===== src/rtl/mux2_pkg.sv =====
// Shared definitions for the 2:1 mux feeder: select encodings, output-stage
// state encodings and default widths.
package mux2_pkg;

    localparam logic SEL_IN1 = 1'b0;
    localparam logic SEL_IN2 = 1'b1;

    localparam int DEF_WIDTH = 1;
    localparam int DEF_CNT_W = 8;

    typedef enum logic {
        ST_EMPTY = 1'b0,
        ST_FULL  = 1'b1
    } state_t;

endpackage


===== src/rtl/rr_arb2.sv =====
// Combinational two-way arbiter; a tie goes to the channel not named by
// `last`, or always to channel 1 when MUX2_FIXED_PRIORITY_EN is defined.
module rr_arb2
    import mux2_pkg::*;
(
    input  logic req1,
    input  logic req2,
    input  logic last,
    input  logic enable,
    output logic gnt1,
    output logic gnt2
);

`ifdef MUX2_FIXED_PRIORITY_EN
    logic unused_last;
    assign unused_last = last;
`endif

    always_comb begin
        gnt1 = 1'b0;
        gnt2 = 1'b0;
        if (enable) begin
            if (req1 && req2) begin
`ifdef MUX2_FIXED_PRIORITY_EN
                gnt1 = 1'b1;
`else
                if (last == SEL_IN2) begin
                    gnt1 = 1'b1;
                end else begin
                    gnt2 = 1'b1;
                end
`endif
            end else begin
                gnt1 = req1;
                gnt2 = req2;
            end
        end
    end

endmodule


===== src/rtl/mux2_rr_feeder.sv =====
// Round-robin feeder for the 2:1 mux: arbitrates two valid/ready sources into a
// one-deep output register. Option macro: MUX2_FIXED_PRIORITY_EN.
module mux2_rr_feeder
    import mux2_pkg::*;
#(
    parameter int WIDTH = DEF_WIDTH,
    parameter int CNT_W = DEF_CNT_W
) (
    input  logic             clk,
    input  logic             rst,
    input  logic             req1,
    input  logic [WIDTH-1:0] data1,
    input  logic             req2,
    input  logic [WIDTH-1:0] data2,
    output logic             grant1,
    output logic             grant2,
    output logic             out_valid,
    input  logic             out_ready,
    output logic [WIDTH-1:0] out_data,
    output logic             select,
    output logic [CNT_W-1:0] xfer_cnt
);

    state_t           state_q;
    state_t           state_d;
    logic             vld_p0;
    logic [WIDTH-1:0] data_p0;
    logic             sel_p0;
    logic             last_q;
    logic             can_load;
    logic             arb_en;
    logic             load;
    logic [CNT_W-1:0] cnt_q;

    assign vld_p0   = (state_q == ST_FULL);
    assign can_load = !vld_p0 || out_ready;
    // Gating with rst keeps grants low while reset is held, since it is asynchronous.
    assign arb_en   = can_load && !rst;

    rr_arb2 u_arb (
        .req1   (req1),
        .req2   (req2),
        .last   (last_q),
        .enable (arb_en),
        .gnt1   (grant1),
        .gnt2   (grant2)
    );

    assign load = grant1 || grant2;

    always_ff @(posedge clk or posedge rst) begin
        if (rst) begin
            state_q <= ST_EMPTY;
        end else begin
            state_q <= state_d;
        end
    end

    always_comb begin
        state_d = state_q;
        if (state_q == ST_EMPTY) begin
            if (load) begin
                state_d = ST_FULL;
            end
        end else begin
            if (load) begin
                state_d = ST_FULL;
            end else if (out_ready) begin
                state_d = ST_EMPTY;
            end
        end
    end

    // Output register stage: word, its source and the round-robin pointer.
    always_ff @(posedge clk or posedge rst) begin
        if (rst) begin
            data_p0 <= '0;
            sel_p0  <= SEL_IN1;
            last_q  <= SEL_IN2;
        end else if (load) begin
            data_p0 <= grant2 ? data2 : data1;
            sel_p0  <= grant2 ? SEL_IN2 : SEL_IN1;
            last_q  <= grant2 ? SEL_IN2 : SEL_IN1;
        end
    end

    always_ff @(posedge clk or posedge rst) begin
        if (rst) begin
            cnt_q <= '0;
        end else if (vld_p0 && out_ready) begin
            cnt_q <= cnt_q + CNT_W'(1);
        end
    end

    assign out_valid = vld_p0;
    assign out_data  = data_p0;
    assign select    = sel_p0;
    assign xfer_cnt  = cnt_q;

endmodule


===== config.mk =====
export PLATFORM = sky130hd
export DESIGN_NAME = mux2_rr_feeder
export DESIGN_NICKNAME = d
export VERILOG_FILES = /design/src/rtl/mux2_pkg.sv /design/src/rtl/rr_arb2.sv /design/src/rtl/mux2_rr_feeder.sv
export SDC_FILE = /design/constraint.sdc
export NUM_CORES = 1
export LEC_CHECK = 0
export BUFFER_PORTS_ARGS = -buffer_cell sky130_fd_sc_hd__buf_2
export CAP_MARGIN = 20
export CORE_AREA = 2 2 39 41
export DETAILED_ROUTE_END_ITERATION = 8
export DIE_AREA = 0 0 41 43
export PLACE_DENSITY = 0.77
export SYNTH_ARGS = -nofsm -noshare
export SYNTH_HDL_FRONTEND = slang
export SYNTH_SLANG_ARGS = --single-unit

===== constraint.sdc =====
create_clock -name clk -period 4.51 [get_ports clk]
set_clock_uncertainty 0.2 [all_clocks]
set_input_delay 0.2255 -clock clk [delete_from_list [all_inputs] [get_ports clk]]
set_output_delay 0.2255 -clock clk [all_outputs]
set_load 0.02 [all_outputs]

* Yosys cells after proc, flatten, opt, wreduce, memory -nomap -nowiden
Cells that the tools add are included.
** Word-level totals
- Bits in registers :: 12
- Logic and storage cells :: 25
- Output and inout bits :: 13
** Cells by class
- Reductions and logical operators :: 7
- Mux-type cells :: 12
- Add/sub/neg operators :: 1
** Operators by type and width (number)
- two-way mux 1 bit :: 12
- adder 8 x 1 -> 8 bit (second input constant) :: 1
- logical AND 1 bit :: 3
- zero test 1 bit :: 2
- logical OR 1 bit :: 2

* Logic depth before layout (Yosys ltp)
Gate-level depths: netlist of run 1.
- Word-level depth :: 7
- Mapped depth :: 4
- Mapped depth without buffers :: 4

* Hierarchy
Synthesis of run 1 repeated with hierarchy kept, for this count alone.
** Unflattened totals
- Cells, all modules :: 47
- Area total of the unflattened synthesis :: 531.8 sq um
** By module, submodules not included
- mux2_rr_feeder :: area an instance 510.5 sq um, seq. area each 301.5 sq um, times used 1, cells each 42
- rr_arb2 :: area an instance 21.3 sq um, seq. area each 0.0 sq um, times used 1, cells each 5

* Worst setup path before layout of run 1
Ideal clock, no wire load.
- Path kind :: reg2reg
- Start :: register state_q, in the netlist out_valid
- End :: register data_p0, in the netlist out_data
- Arrival :: 1.237 ns
- Cell stages (with the launch flop) :: 4
- Slack :: 2.949 ns
- Data required time :: 4.186 ns
- Path through :: dfrtp_1 nor2b_4 or4b_1 o31a_1
** On the way
- Longest elaborated chain between the ends :: 5
- Elaborated cells on any way between the ends :: 7
- Classes of those cells :: mux: 3; reduce/logical: 4
** RTL lines
- start, declared :: RTL line mux2_rr_feeder.sv:24 : state_t state_q;
- start signal, assigned :: RTL line mux2_rr_feeder.sv:55 : state_q <= state_d;
- zero test 1 bit * :: RTL line mux2_rr_feeder.sv:36 : assign can_load = !vld_p0 || out_ready;
- logical OR 1 bit * :: RTL line mux2_rr_feeder.sv:36
- logical AND 1 bit * :: RTL line mux2_rr_feeder.sv:38 : assign arb_en = can_load && !rst;
- two-way mux 1 bit :: RTL line rr_arb2.sv:22 : if (enable) begin
- two-way mux 1 bit / logical OR 1 bit (equally long branches) :: RTL line mux2_rr_feeder.sv:81, mux2_rr_feeder.sv:49
- end signal, assigned :: RTL line mux2_rr_feeder.sv:81 : data_p0 <= grant2 ? data2 : data1;
- end, declared :: RTL line mux2_rr_feeder.sv:27 : logic [WIDTH-1:0] data_p0;
Every way passes the cells marked *; elsewhere a longest branch is shown, timed or not.
A chain may end at the register's enable or synchronous reset.

* Final worst setup path of run 1
- Start :: input rst
- End :: output grant1
** On the way
- Longest elaborated chain between the ends :: 3
** RTL lines
- start, declared :: RTL line mux2_rr_feeder.sv:10 : input logic rst,
- zero test 1 bit (no source line)
- logical AND 1 bit :: RTL line mux2_rr_feeder.sv:38
- two-way mux 1 bit :: RTL line rr_arb2.sv:22
- end, declared :: RTL line mux2_rr_feeder.sv:15 : output logic grant1,
Every way passes these cells.

==> reports/metrics.csv, run 1 <==
metric;value;unit
status;finished clean;
place_congestion;0.722;
grt_overflow;0;
ff2ff_path_depth;3;
clkTransAtPathRegs;0.07;ns
diodes;0;
hold_depth;3;
rsz0062_at_grt;false;
io_pins;20;
final_area;729;µm²
antenna_found_initial;0;
ys_seq_elements;12;
htreeDepth;1;
ant_nets;0;
die_h;43;µm
drive_above_1_share;34.7;%
finalCritPeriodShare;48.0;%
slew_headroom;66.3;%
synth_fp_nets;59;
synth_top_area_cell;dfrtp_1;
max_freq;462;MHz
maxCapViolations;0;
finalSetupViolCount;0;
dr.first_iter.drc_count;15;
postCtsSetupBuffers;0;
fin_ws;2.34;ns
max_stage_delay;0.54;ns
hpwl;848;µm
die_x;41;µm
yosysWarnings;0;
syn_area;578;µm²
avgViaCountPerCell;5.10;
synthCells;51;
startpoint_type;primary input;
p_leak;0.372;nW
root_buffer;clkbuf_4;
grt_pass1_vias;426;
routedWlPerCell;13.1;µm
cts_resized;0;
drt-total-wl;1190;µm
core;1380;µm²
yosysSeqAreaShare;52.2;%
clock_latency;0.28;ns
dpl_cell_area;693;µm²
cp-end-kind;output pin;
final_util;52.7;%
hold_slack;0.0631;ns
clk_path_buf_depth;2;
required;4.08;ns
drc_errors;0;
cts.sinks;12;
n_fill_cell;128;
dr.pass1.iters;4;
tns;0;ns
worst-slew-pin-transition;0.505;ns
synth.top_cells.by_area;dfrtp_1 48%, xnor2_1 7.6%, dfstp_2 4.5%, nand2_1 4.5%, nand2b_1 3.2%;
start_util;41.8;%
syn_to_final_growth;26.2;%
synth_cell_types;24;
hold_path_class;primary input to flop;
worstPathArrival;1.74;ns
cts_tree;done;
grt_max_degree;16;
crit_chain;dlygate4sd3_1 > buf_2 > inv_1 > nand4_1 > inv_1 > buf_2;
rows;14;
pre_cts_slack;2.87;ns
track_usage;15.6;%
grt_pass1_wl;1790;µm
cpMaxStageDelayCell;dlygate4sd3_1;
vias;464;
crit_fanout;15;
yosys.area.top_type_share;47.6;%
avgSynthCellArea;11.3;µm²
peakVddDrop;0.234;mV
hold_violations;0;
portBuffers;19;
slew_viol_final;0;
critPathKind;primary input to output pin;
layout_min_cycle_time;2.17;ns
fp.dieArea;1760;µm²
power_density;543;nW/µm²
cts_buffers;3;
nets;84;
## timing repair
item / CTS / global route
endpoints found under the hold margin: 11 / 0
hold buffers: 1 / 0
endpoints found under the setup margin: 0 / 0
## flip-flops by register name, summed over array words and instances (netlist names)
name	cells
xfer_cnt	8
select	1
out_valid	1
out_data	1
last_q	1
## final timing paths
kind	end	start	slack, ns
setup / recovery	grant1	rst	2.34
hold / removal	out_data$_DFFE_PP0P_	data2	0.06
setup reg to reg	out_data$_DFFE_PP0P_	out_valid$_DFF_PP0_	2.98
hold reg to reg	xfer_cnt[7]$_DFFE_PP0P_	xfer_cnt[7]$_DFFE_PP0P_	0.27
max in group asynchronous	last_q$_DFFE_PP1P_	rst	3.39
min in group asynchronous	xfer_cnt[3]$_DFFE_PP0P_	rst	0.36
## Yosys cell counts
| cell type | count |
|---|---|
| a21o_1 | 1 |
| inv_1 | 3 |
| a311o_1 | 1 |
| mux2_2 | 1 |
| o32a_1 | 1 |
| dfstp_2 | 1 |
| o31a_1 | 1 |
| dfrtp_1 | 11 |
| or4b_1 | 1 |
| nand4_1 | 2 |
| nor4b_1 | 1 |
| nor2b_4 | 1 |
| xnor2_1 | 5 |
| nor3_1 | 1 |
| a41oi_1 | 1 |
| nand2b_1 | 3 |
| xor2_1 | 2 |
| nand3_1 | 1 |
| nand2_1 | 7 |
| nor2_1 | 2 |
| nor3b_2 | 1 |
| ha_1 | 1 |
| and3_1 | 1 |
| and4_1 | 1 |
## stage by stage
step	std cells	total power [mW]
2_1_floorplan	51	0.274
3_3_place_gp	86	0.320
3_5_place_dp	86	0.326
4_1_cts	91	0.399
5_1_grt	91	0.423
6_report	91	0.396
## cells in the final DEF (no fill, tap or decap)
cell type | Yosys | final
dlygate4sd3_1 | 0 | 1
nand3_1 | 1 | 1
nor3b_2 | 1 | 1
nor3_1 | 1 | 1
xor2_1 | 2 | 2
a311o_1 | 1 | 1
clkbuf_1 | 0 | 1
nand2b_1 | 3 | 3
mux2_2 | 1 | 1
o31a_1 | 1 | 1
and4_1 | 1 | 1
nor2_1 | 2 | 2
nor4b_1 | 1 | 1
dfstp_2 | 1 | 1
inv_1 | 3 | 3
dfrtp_1 | 11 | 11
xnor2_1 | 5 | 5
and3_1 | 1 | 1
nand4_1 | 2 | 2
ha_1 | 1 | 1
or4b_1 | 1 | 1
buf_2 | 0 | 19
clkbuf_4 | 0 | 3
a41oi_1 | 1 | 1
nor2b_4 | 1 | 1
nand2_1 | 7 | 7
o32a_1 | 1 | 1
a21o_1 | 1 | 1
## per-layer routing
layer / wire length, µm / track usage (%) / up-vias / share of wire [%]
met2: 584 / 24.1 / 16 / 49
met4: 15 / 8.00 / 0 / 1.3
met5: 0 / 0 / - / 0
met3: 57 / 4.71 / 2 / 4.8
li1: - / - / 228 / -
met1: 529 / 18.7 / 218 / 45
## kinds of logic (layout without fill, tap and decap cells)
group | Yosys count | count (layout) | share of synthesized area (%)
AND/OR/NAND/NOR | 22 | 22 | 23.4
flip-flops | 12 | 12 | 52.2
XOR/XNOR | 7 | 7 | 10.6
AO/OA/AOI/OAI | 5 | 5 | 7.79
buffers and inverters | 3 | 27 | 1.95
adder cells (fa/ha/maj) | 1 | 1 | 2.16
multiplexers | 1 | 1 | 1.95
## power by group
part	switching, mW	total [mW]	internal (mW)
logic	0.0842	0.147	0.0630
registers	0.0357	0.179	0.143
clock network	0.0357	0.0700	0.0343
total	0.156	0.396	0.241
## final cells by class
| type | instances | area, µm² | area share, % |
|---|---|---|---|
| multi-input combinational | 36 | 265 | 36.4 |
| tap | 16 | 20.0 | 2.74 |
| sequential | 12 | 302 | 41.3 |
| timing repair buffer | 20 | 105 | 14.4 |
| clock buffer | 4 | 26.3 | 3.60 |
| inverter | 3 | 11.3 | 1.54 |
## worst max-delay path: cells and delay by family
family	cells	cell delay, ns
AND/OR/NAND/NOR	1	0.20
buffers and inverters	5	1.31
No activity file was read; power rests on OpenSTA's default activity.
==> run 2: changes to the inputs <==
--- a/config.mk
+++ b/config.mk
@@ -7,10 +7,10 @@
 export LEC_CHECK = 0
 export BUFFER_PORTS_ARGS = -buffer_cell sky130_fd_sc_hd__buf_2
 export CAP_MARGIN = 20
-export CORE_AREA = 2 2 39 41
+export CORE_MARGIN = 2
+export CORE_UTILIZATION = 42
 export DETAILED_ROUTE_END_ITERATION = 8
-export DIE_AREA = 0 0 41 43
-export PLACE_DENSITY = 0.77
+export PLACE_DENSITY = 0.78
 export SYNTH_ARGS = -nofsm -noshare
 export SYNTH_HDL_FRONTEND = slang
 export SYNTH_SLANG_ARGS = --single-unit
==> constraint.sdc (replaced) <==
create_clock -name clk -period 1.9 [get_ports clk]
set_clock_uncertainty 0.2 [all_clocks]
set_input_delay 0.095 -clock clk [delete_from_list [all_inputs] [get_ports clk]]
set_output_delay 0.095 -clock clk [all_outputs]
set_load 0.02 [all_outputs]
==> run 2 against run 1 <==
  * Combinational power rose by 140%
  * Largest cell class unchanged
  * Worst setup slack worse by 2.2 ns
  * Clock power is 140% higher
  * Utilization increased by 6.1 points
  * Power is 140% higher
  * Non-clock buffer count rose by 4
  * Critical endpoint is now grant2
==> reports/metrics.csv, run 2 (same netlist as run 1, synthesis figures left out) <==
metric;value;unit
startpoint_type;primary input;
clock_latency;0.28;ns
min_to;last_q$_DFFE_PP1P_;
cp-end-kind;output pin;
power;0.938;mW
max_freq;571;MHz
fp.dieArea;1690;µm²
largest_reg_flops;8;
slew_viol_final;0;
track_usage;15.5;%
tns;0;ns
startpoint;rst;
clk_path_buf_depth;2;
mostFrequentLayoutCells;19 x buf_2, 11 x dfrtp_1, 7 x nand2_1;
rr_endpoint;out_data$_DFFE_PP0P_;
hold_violations;0;
layout_min_cycle_time;1.75;ns
diodes;0;
status;finished clean;
htreeDepth;1;
grt_pass1_wl;1610;µm
n_fill_cell;124;
grt_max_degree;10;
core;1300;µm²
rsz0062_at_grt;false;
peakVddDrop;0.592;mV
hold_path_class;primary input to flop;
grt_overflow;0;
slew_headroom;79.9;%
nets;88;
power_density;1220;nW/µm²
portBuffers;19;
syn_to_final_growth;32.5;%
crit_fanout;4;
hold_slack;0.0572;ns
routedWlPerCell;11.3;µm
reg2reg_slack;0.39;ns
critPathKind;primary input to output pin;
clkTransAtPathRegs;0.07;ns
drc_errors;0;
io_pins;20;
worst-slew-pin-transition;0.301;ns
finalSetupViolCount;0;
layout_commonest_cell;buf_2;
hpwl;792;µm
start_util;44.4;%
avgViaCountPerCell;4.87;
p_leak;0.389;nW
grt_pass1_vias;392;
ant_nets;0;
drt-total-wl;1060;µm
seqCellArea;302;µm²
cts_buffers;3;
vias;458;
r2r-start;out_valid$_DFF_PP0_;
maxCapViolations;0;
hold_depth;4;
multi_input_area;265;µm²
finalCritPeriodShare;92.2;%
die_x;41.1;µm
cts_resized;0;
hp-start;req2;
cts_tree;done;
rows;13;
worstPathArrival;1.46;ns
dr.first_iter.drc_count;8;
dr.pass1.iters;4;
drive_above_1_share;34.2;%
antenna_found_initial;0;
required;1.60;ns
place_congestion;0.826;
root_buffer;clkbuf_4;
ff2ff_path_depth;3;
die_h;41.1;µm
cts.sinks;12;
## run 2: changes by cell type in the layout (fill, tap and decap cells not counted), sizes merged
cell | previous run | this run
buf | 19 | 20
dlygate4sd3 | 1 | 4
## run 2: worst max-delay path by stage
| stage | endpoint | depth (start not counted) |
|---|---|---|
| after floorplan | out_data$_DFFE_PP0P_ | 3 |
| after global placement | out_data$_DFFE_PP0P_ | 3 |
| after detailed placement | out_data$_DFFE_PP0P_ | 3 |
| after CTS | grant2 | 5 |
| after global routing | grant2 | 5 |
| final | grant2 | 5 |
## run 2: what timing repair did
item / CTS / global route
setup buffers: 0 / 0
hold buffers: 4 / 0
hold endpoints to repair: 15 / 0
## run 2: worst max-delay path, stage by stage
cell and delay, ns:
dlygate4sd3_1 0.53, buf_2 0.14, nand2b_1 0.18, nor3b_2 0.29, buf_2 0.22
## run 2: per-stage QoR
stage / instances / util (%) / setup slack, ns / area, µm²
floorplan: 51 / - / 0.339 / 578
global placement: 86 / 53.8 / 0.419 / 699
detailed placement: 86 / 53.8 / 0.387 / 699
CTS: 94 / 58.8 / 0.163 / 766
global route: 94 / 58.8 / 0.0678 / 766
finish: 94 / 58.8 / 0.149 / 766
## run 2: area by class of cell
cell class	instances	area share, %
clock buffers	4	3.43
inverters	3	1.47
multi-input cells	36	34.6
flip-flops and latches	12	39.4
well taps	15	2.45
repair buffers	24	18.6
## run 2: layer usage
metal  global-route usage, %  share of wire (%)
met1                    20.2                 52
met2                    20.7                 43
met3                    4.89                4.1
met4                    12.1                1.5
met5                       0                  0
## run 2: where the power goes
part / switching (mW) / total [mW] / internal (mW)
clock network: 0.0865 / 0.168 / 0.0815
registers: 0.0775 / 0.418 / 0.340
logic: 0.197 / 0.352 / 0.155
total: 0.361 / 0.938 / 0.577
